### src/rtl/cpu_pkg.sv
// Shared CPU types and constants.
// Holds XLEN, reset PC, instruction size and the fetch->decode packet.
package cpu_pkg;

  localparam int XLEN = 32;

  localparam logic [XLEN-1:0] RESET_PC = 32'h0000_0000;

  localparam logic [XLEN-1:0] INSTR_BYTES = 32'd4;

  localparam logic [XLEN-1:0] ALIGN_MASK = INSTR_BYTES - 32'd1;

  typedef struct packed {
    logic [XLEN-1:0] instr;
    logic [XLEN-1:0] pc;
  } fetch_pkt_t;

  function automatic logic [XLEN-1:0] align_pc(
    input logic [XLEN-1:0] pc
  );
    return pc & ~ALIGN_MASK;
  endfunction

endpackage

### src/rtl/instr_fetch_if.sv
// Fetch bus: redirect in, instruction BRAM port, decode handshake out.
// master = fetch stage, slave = environment (BRAM + decode + redirect).
interface instr_fetch_if #(
  parameter int XLEN = 32
);

  logic            redirect_valid;
  logic [XLEN-1:0] redirect_pc;

  logic            imem_en;
  logic            imem_we;
  logic [XLEN-1:0] imem_addr;
  logic [XLEN-1:0] imem_din;
  logic [XLEN-1:0] imem_dout;

  logic            out_valid;
  logic            out_ready;
  logic [XLEN-1:0] out_instr;
  logic [XLEN-1:0] out_pc;

  modport master (
    input  redirect_valid,
    input  redirect_pc,
    output imem_en,
    output imem_we,
    output imem_addr,
    output imem_din,
    input  imem_dout,
    output out_valid,
    input  out_ready,
    output out_instr,
    output out_pc
  );

  modport slave (
    output redirect_valid,
    output redirect_pc,
    input  imem_en,
    input  imem_we,
    input  imem_addr,
    input  imem_din,
    output imem_dout,
    input  out_valid,
    output out_ready,
    input  out_instr,
    input  out_pc
  );

endinterface

### src/rtl/fetch_skid_buffer.sv
// 1-entry skid register between BRAM response and decode.
// Ports: in_* (BRAM response), flush, out_* (to decode), skid_nxt.
module fetch_skid_buffer
  import cpu_pkg::*;
(
  input  logic       clk,
  input  logic       rst,
  input  logic       flush,
  input  logic       in_valid,
  input  fetch_pkt_t in_pkt,
  input  logic       out_ready,
  output logic       out_valid,
  output fetch_pkt_t out_pkt,
  output logic       skid_nxt
);

  logic       skid_valid;
  fetch_pkt_t skid_pkt;
  logic       pend;

  // in_valid and skid_valid are never both set: issue stops
  // whenever the skid is about to fill.
  assign pend      = skid_valid | in_valid;
  assign skid_nxt  = ~flush & pend & ~out_ready;
  assign out_valid = pend & ~flush;
  assign out_pkt   = skid_valid ? skid_pkt : in_pkt;

  always_ff @(posedge clk) begin
    if (rst) begin
      skid_valid <= 1'b0;
      skid_pkt   <= '0;
    end else begin
      skid_valid <= skid_nxt;
      if (in_valid & skid_nxt) begin
        skid_pkt <= in_pkt;
      end
    end
  end

endmodule

### src/rtl/instr_fetch.sv
// Fetch stage: owns the PC, drives the instruction BRAM and hands
// {instr, pc} to decode. Ports: clk, rst, bus (instr_fetch_if.master).
module instr_fetch
  import cpu_pkg::*;
#(
  parameter logic [XLEN-1:0] RST_PC = RESET_PC
)(
  input  logic          clk,
  input  logic          rst,
  instr_fetch_if.master bus
);

  logic [XLEN-1:0] pc_q;
  logic            resp_valid;
  logic [XLEN-1:0] resp_pc;
  logic            skid_nxt;
  logic            flush;
  logic            en;
  logic [XLEN-1:0] addr;
  fetch_pkt_t      resp_pkt;
  fetch_pkt_t      out_pkt;

  // rst also flushes so nothing is presented while it is held.
  assign flush = bus.redirect_valid | rst;

  // Comb path out_ready -> imem_en: stop issuing when the
  // pending word has to park in the skid.
  assign en   = ~rst & (bus.redirect_valid | ~skid_nxt);
  assign addr = bus.redirect_valid ? align_pc(bus.redirect_pc)
                                   : pc_q;

  assign bus.imem_en   = en;
  assign bus.imem_we   = 1'b0;
  assign bus.imem_addr = addr;
  assign bus.imem_din  = '0;

  assign resp_pkt.instr = bus.imem_dout;
  assign resp_pkt.pc    = resp_pc;

  fetch_skid_buffer u_skid (
    .clk       (clk),
    .rst       (rst),
    .flush     (flush),
    .in_valid  (resp_valid),
    .in_pkt    (resp_pkt),
    .out_ready (bus.out_ready),
    .out_valid (bus.out_valid),
    .out_pkt   (out_pkt),
    .skid_nxt  (skid_nxt)
  );

  assign bus.out_instr = out_pkt.instr;
  assign bus.out_pc    = out_pkt.pc;

  always_ff @(posedge clk) begin
    if (rst) begin
      pc_q       <= RST_PC;
      resp_valid <= 1'b0;
      resp_pc    <= '0;
    end else begin
      resp_valid <= en;
      if (en) begin
        resp_pc <= addr;
        pc_q    <= addr + INSTR_BYTES;
      end
    end
  end

endmodule

### src/flat_wrapper.sv
// flat-port wrapper written by rule: the top's interface ports become plain ports
module instr_fetch_flat import cpu_pkg::*;
#(
  parameter logic [XLEN-1:0] RST_PC = RESET_PC
)
  (clk, rst, bus_redirect_valid, bus_redirect_pc, bus_imem_en, bus_imem_we, bus_imem_addr, bus_imem_din, bus_imem_dout, bus_out_valid, bus_out_ready, bus_out_instr, bus_out_pc);
  instr_fetch_if #(.XLEN(32)) bus_i ();
  input  logic clk;
  input  logic rst;
  input wire logic [$bits(bus_i.redirect_valid)-1:0] bus_redirect_valid;
  input wire logic [$bits(bus_i.redirect_pc)-1:0] bus_redirect_pc;
  output wire logic [$bits(bus_i.imem_en)-1:0] bus_imem_en;
  output wire logic [$bits(bus_i.imem_we)-1:0] bus_imem_we;
  output wire logic [$bits(bus_i.imem_addr)-1:0] bus_imem_addr;
  output wire logic [$bits(bus_i.imem_din)-1:0] bus_imem_din;
  input wire logic [$bits(bus_i.imem_dout)-1:0] bus_imem_dout;
  output wire logic [$bits(bus_i.out_valid)-1:0] bus_out_valid;
  input wire logic [$bits(bus_i.out_ready)-1:0] bus_out_ready;
  output wire logic [$bits(bus_i.out_instr)-1:0] bus_out_instr;
  output wire logic [$bits(bus_i.out_pc)-1:0] bus_out_pc;
  assign bus_i.redirect_valid = bus_redirect_valid;
  assign bus_i.redirect_pc = bus_redirect_pc;
  assign bus_imem_en = bus_i.imem_en;
  assign bus_imem_we = bus_i.imem_we;
  assign bus_imem_addr = bus_i.imem_addr;
  assign bus_imem_din = bus_i.imem_din;
  assign bus_i.imem_dout = bus_imem_dout;
  assign bus_out_valid = bus_i.out_valid;
  assign bus_i.out_ready = bus_out_ready;
  assign bus_out_instr = bus_i.out_instr;
  assign bus_out_pc = bus_i.out_pc;
  instr_fetch #(.RST_PC(RST_PC)) u_core (.clk(clk), .rst(rst), .bus(bus_i));
endmodule
### config.mk
export PLATFORM = sky130hd
export DESIGN_NAME = instr_fetch_flat
export DESIGN_NICKNAME = d
export VERILOG_FILES = /design/src/rtl/cpu_pkg.sv /design/src/rtl/instr_fetch_if.sv /design/src/rtl/fetch_skid_buffer.sv /design/src/rtl/instr_fetch.sv /design/src/flat_wrapper.sv
export SDC_FILE = /design/constraint.sdc
export NUM_CORES = 1
export LEC_CHECK = 0
export CAP_MARGIN = 10
export CORE_ASPECT_RATIO = 1.2
export CORE_MARGIN = 1.5
export CORE_UTILIZATION = 51
export CTS_CLUSTER_DIAMETER = 120
export DETAILED_ROUTE_END_ITERATION = 8
export PLACE_DENSITY = 0.86
export SYNTH_ARGS = -nofsm -noshare
export SYNTH_HDL_FRONTEND = slang
export SYNTH_SLANG_ARGS = --single-unit
### constraint.sdc
create_clock -name clk -period 6.1 [get_ports clk]
set_input_delay 0.61 -clock clk [delete_from_list [all_inputs] [get_ports clk]]
set_output_delay 0.61 -clock clk [all_outputs]
set_load 0.05 [all_outputs]
Word-level counts from Yosys, hierarchy flattened:

Index checks and enable logic that the tools add are counted.

* mux-type cells: 2
* add/sub/neg operators: 1
* bitwise operators: 11

Operator list (count)
* 2-to-1 mux 64 bit: 1
* adder 32 x 3 -> 32 bit (second input constant): 1
* 2-to-1 mux 32 bit: 1
* AND 1 bit: 4
* NOT 1 bit: 4
* bitwise OR 1 bit: 3

* register bits: 130
* logic and storage cells: 20
* bits of input ports: 68
* output and inout port bits: 131

Depth between registers and ports, before layout:

* depth after elaboration: 7
* mapped depth: 11
* mapped depth without buffers: 7

Modules after synthesis:

From an unflattened synthesis, not the netlist that was laid out.

* cell total of the unflattened synthesis: 765
* area total of the unflattened synthesis: 7169.4 µm²

Modules (own cells, without submodules)
* fetch_skid_buffer: seq. area each 1301.2 µm², area an instance 3732.3 µm², times used 1, cells an instance 354
* instr_fetch: seq. area each 1261.2 µm², area an instance 3437.0 µm², times used 1, cells an instance 411

Worst setup path after synthesis:

Ideal clock, no wire load.

* path type: input to register
* from: in bus_redirect_valid
* to: reg u_core.pc_q[28]
* library setup time: 0.063 ns
* path buffers: 4
* stages on the path: 11
* data required time: 6.037 ns
* path slack: 2.939 ns
* data arrival time: 3.098 ns
* cells stage by stage: buf_6 > buf_6 > buf_2 > buf_2 > mux2_2 > ha_1 > inv_1 > a211o_1 > nor4_4 > mux2_2 > nand2_1

* elaborated cells between the ends (all ways): 9
* classes of those cells: add/sub: 1; mux: 1; bitwise: 7

RTL lines
* from (decl): RTL line flat_wrapper.sv:10 `input wire logic [$bits(bus_i.redirect_valid)-1:0] bus_redirect_valid;`
* 2-to-1 mux 32 bit: RTL line instr_fetch.sv:29 `assign addr = bus.redirect_valid ? align_pc(bus.redirect_pc)`
* via bus_imem_addr[2]: RTL line flat_wrapper.sv:14 `output wire logic [$bits(bus_i.imem_addr)-1:0] bus_imem_addr;`
* adder 32 x 3 -> 32 bit: RTL line instr_fetch.sv:64 `pc_q <= addr + INSTR_BYTES;`
* to (signal assigned): RTL line instr_fetch.sv:64
* to (decl): RTL line instr_fetch.sv:13 `logic [XLEN-1:0] pc_q;`

The timed path passes the listed nets, and every way through them passes these cells.
A chain may end at the register's enable or synchronous reset.

Worst setup path after layout:

* from: in bus_redirect_valid
* to: out bus_imem_addr[19]

* cells in the longest elaborated chain, start to end: 1

Ends and longest elaborated chain (RTL line)
* 2-to-1 mux 32 bit: instr_fetch.sv:29
* to (decl): flat_wrapper.sv:14

Every way passes these cells.

==> flow_metrics.py <==
metrics = {
    "die": {
        "starting_utilization_of_the_core_area_pct": 51.96,
        "floorplan.die.height_um": 126.9,
        "standard_cell_core_area_mm2": 0.01256,
        "die-area_mm2": 0.01348,
        "horizontal_extent_of_the_die_um": 106.2,
        "core.rowCount": 45,
        "boundary_pins": 199,
    },
    "grt": {
        "met3_demand_to_capacity_share_in_global_routing_pct": 4.779,
        "grt_antenna_before_repair": 0,
        "grt_start_max_net_pins": 82,
        "grt.total_usage_pct": 24.88,
        "grt_overflow_total": 0,
        "grt_pass1_wl_um": 26870,
        "met2_track_demand_over_resource_pct": 42.05,
        "busiest_layer": "met2",
        "via_count_of_the_first_global_routing_pass": 5648,
        "gr-usage-met1_pct": 31.57,
    },
    "clock_tree": {
        "clk_pin_slew_ns": 0.05,
        "post-cts-setup-buffer-count": 0,
        "cts_made_buffers": 17,
        "clockBufferDepth": 2,
        "clockRootBuffer": "sky130_fd_sc_hd__clkbuf_16",
        "cts-resized-gates": 0,
        "ctsHoldBuffers": 0,
        "clock_latency_ns": 0.41,
        "cts.sink_count": 128,
        "tritoncts": "yes",
        "htreeDepth": 4,
    },
    "layout": {
        "finish.utilization_pct": 68.84,
        "postLayoutCellArea_mm2": 0.008643,
        "synthToLayoutAreaGrowth_pct": 32.49,
        "drive_above_1_share_pct": 13.18,
        "antennaDiodeCount": 0,
        "fin_nets": 989,
    },
    "power_and_ir_drop": {
        "p_leak_nw": 3.295,
        "switching_share_pct": 30.11,
        "clock_power_share_pct": 40.4,
        "finalPower_mw": 2.423,
        "internal-power_mw": 1.693,
        "p_switching_uw": 729.5,
        "pwr-share-seq_pct": 37.3,
        "comb_power_share_pct": 22.3,
        "vdd.ir_drop.worst_mv": 0.1293,
        "power_per_cell_area_mw_per_mm2": 280.3,
    },
    "timing": {
        "clock.fmax_mhz": 276.3,
        "layout_min_cycle_time_ns": 3.619,
        "relSlewSlack_pct": 40.32,
        "setup_repair_after_global_routing_missed_its_margin": "false",
        "final_min_period_over_clock_period_pct": 59.33,
        "number_of_setup_violations_in_the_final_report": 0,
        "timing.final.max_slew_violations": 0,
        "fin_skew_ns": 0.01022,
        "holdWs_ns": 0.4508,
        "timing_worst_slew_pin_value_ns": 0.8952,
        "setup-tns-final_ns": 0,
        "final_hold_violations": 0,
    },
    "yosys": {
        "synth-warning-count": 0,
        "per_instance_average_area_after_synthesis_um2": 8.375,
        "syn_inst": 779,
        "post_synth_instance_area_mm2": 0.006524,
        "ys_seq_elements": 128,
        "synth_enable_flop_cells": 0,
        "ys_async_sr_fraction_pct": 0,
        "synth-main-ff-cell": "sky130_fd_sc_hd__dfxtp_1",
        "netlist-cell-type-count": 54,
        "sequential_area_share_after_synthesis_pct": 39.28,
    },
    "hold_path": {
        "hold_class": "register to register",
        "holdCritStartpoint": "u_core.u_skid.skid_pkt[12]$_SDFFE_PP0P_",
    },
    "critical_path": {
        "data_arrival_time_of_the_worst_path_ns": 3.01,
        "path_max_fanout": 36,
        "setup.reg_to_reg.worst_slack_ns": 3.38,
        "worst_path_required_ns": 5.49,
        "start_kind": "input pin",
        "setup_cp_type": "input pin to primary output",
        "worst_r2r_src": "u_core.u_skid.skid_valid$_SDFF_PP0_",
        "crit_path_start": "bus_redirect_valid",
        "critical_path_sink_type": "primary output",
    },
    "detailed_routing": {
        "detail_route.drc_violations": 0,
        "drt_pass1_iterations": 5,
        "route.antenna.remaining_nets": 0,
        "drt-vias-per-instance": 5.368,
        "wire_per_inst_um": 15.27,
        "wl_um": 16750,
        "dr_total_vias": 5889,
        "drtIter0Drc": 347,
    },
    "place": {
        "dp_hpwl_um": 11150,
        "gp_congestion": 0.8722,
        "port_buffers": 163,
        "placedInstanceArea_mm2": 0.008074,
    },
    "run_status": {
        "outcome": "finished clean",
    },
    "job": {
        "cap_violations": 0,
    },
}
## layout make-up
type	count	area (um^2)
clock buffers	26	489.2
inverters	25	93.84
flip-flops and latches	128	2564
clock inverters	6	80.08
repair buffers	170	1674
well taps	164	205.2
fillers	1008	3913
multi-input cells	578	3537
## power groups by stage
| stage | sequential (mW) | combinational [mW] | clock, mW |
|---|---|---|---|
| 3_5_place_dp | 0.919 | 0.537 | 0 |
| 4_1_cts | 0.902 | 0.541 | 0.990 |
| 6_report | 0.903 | 0.541 | 0.979 |
| 5_1_grt | 0.907 | 0.567 | 1.03 |
| 3_3_place_gp | 0.917 | 0.532 | 0 |
| 2_1_floorplan | 0.911 | 0.385 | 0 |
## path summary, 6_finish.rpt
check                                                 end  cells after the start
hold reg to reg   u_core.u_skid.skid_pkt[12]$_SDFFE_PP0P_                      2
setup reg to reg  u_core.u_skid.skid_pkt[29]$_SDFFE_PP0P_                      6
hold / removal    u_core.u_skid.skid_pkt[12]$_SDFFE_PP0P_                      2
setup / recovery                        bus_imem_addr[19]                      5
## state kept, by name (all words and copies together) (netlist names)
signal,count
u_core.resp_valid,1
u_core.resp_pc,32
u_core.pc_q,30
u_core.u_skid.skid_pkt,64
u_core.u_skid.skid_valid,1
## metal layers
layer  vias to the layer above  wire [um]
li1                       2913          -
met1                      2726       7235
met2                       227       8206
met3                        23        996
met4                         0        308
met5                         -          0
## cells in the mapped netlist, types with 10 or more instances
master,number,area [um^2]
sky130_fd_sc_hd__a21oi_1,68,340.3
sky130_fd_sc_hd__nand3_1,19,95.09
sky130_fd_sc_hd__buf_4,33,247.7
sky130_fd_sc_hd__nand4_1,10,62.56
sky130_fd_sc_hd__inv_1,23,86.33
sky130_fd_sc_hd__mux2i_1,25,250.2
sky130_fd_sc_hd__mux2_2,76,855.8
sky130_fd_sc_hd__o31ai_1,16,120.1
sky130_fd_sc_hd__nor2_1,17,63.81
sky130_fd_sc_hd__dfxtp_1,128,2562
sky130_fd_sc_hd__xnor2_1,13,113.9
sky130_fd_sc_hd__o21ai_0,22,110.1
sky130_fd_sc_hd__nand2_1,199,747.0
sky130_fd_sc_hd__clkbuf_1,34,127.6
## logic make-up (layout without fill, tap and decap cells)
kind of cell | count (synthesis) | in the layout | synth area share [%]
flip-flops | 128 | 128 | 39.28
multiplexers | 101 | 101 | 16.95
buffers and inverters | 105 | 227 | 8.400
AO/OA/AOI/OAI | 149 | 149 | 14.15
XOR/XNOR | 15 | 15 | 2.014
other | 1 | 33 | 0.05748
AND/OR/NAND/NOR | 279 | 279 | 18.95
adder cells (fa/ha/maj) | 1 | 1 | 0.1918
## placed cells by master, fill, tap and decap left out, types with 5 or more instances in the layout
cell                              count
sky130_fd_sc_hd__nand2_1            198
sky130_fd_sc_hd__clkdlybuf4s50_1    161
sky130_fd_sc_hd__dfxtp_1            127
sky130_fd_sc_hd__mux2_2              76
sky130_fd_sc_hd__a21oi_1             68
sky130_fd_sc_hd__conb_1              33
sky130_fd_sc_hd__mux2i_1             25
sky130_fd_sc_hd__inv_1               23
sky130_fd_sc_hd__o21ai_0             22
sky130_fd_sc_hd__nand3_1             19
sky130_fd_sc_hd__nor2_1              17
sky130_fd_sc_hd__clkbuf_16           17
sky130_fd_sc_hd__o31ai_1             16
sky130_fd_sc_hd__xnor2_1             13
sky130_fd_sc_hd__nand4_1             10
sky130_fd_sc_hd__a21o_1               7
sky130_fd_sc_hd__nand3b_1             7
sky130_fd_sc_hd__a22oi_1              7
sky130_fd_sc_hd__buf_4                7
sky130_fd_sc_hd__and2_1               6
sky130_fd_sc_hd__clkbuf_1             6
sky130_fd_sc_hd__a22o_1               5
## stage by stage
| step | cells | setup slack, ns |
|---|---|---|
| global placement | 1065 | 2.556 |
| floorplan | 811 | 2.939 |
| CTS | 1097 | 2.504 |
| finish | 1097 | 2.481 |
| global route | 1097 | 2.300 |
| detailed placement | 1065 | 2.514 |
## worst max-delay path, stage by stage
cell and delay, ns:
sky130_fd_sc_hd__buf_2 0.57, sky130_fd_sc_hd__buf_4 0.46, sky130_fd_sc_hd__mux2i_1 0.52, sky130_fd_sc_hd__inv_1 0.10, sky130_fd_sc_hd__clkdlybuf4s50_1 0.73
(Power assumes the default switching activity.)
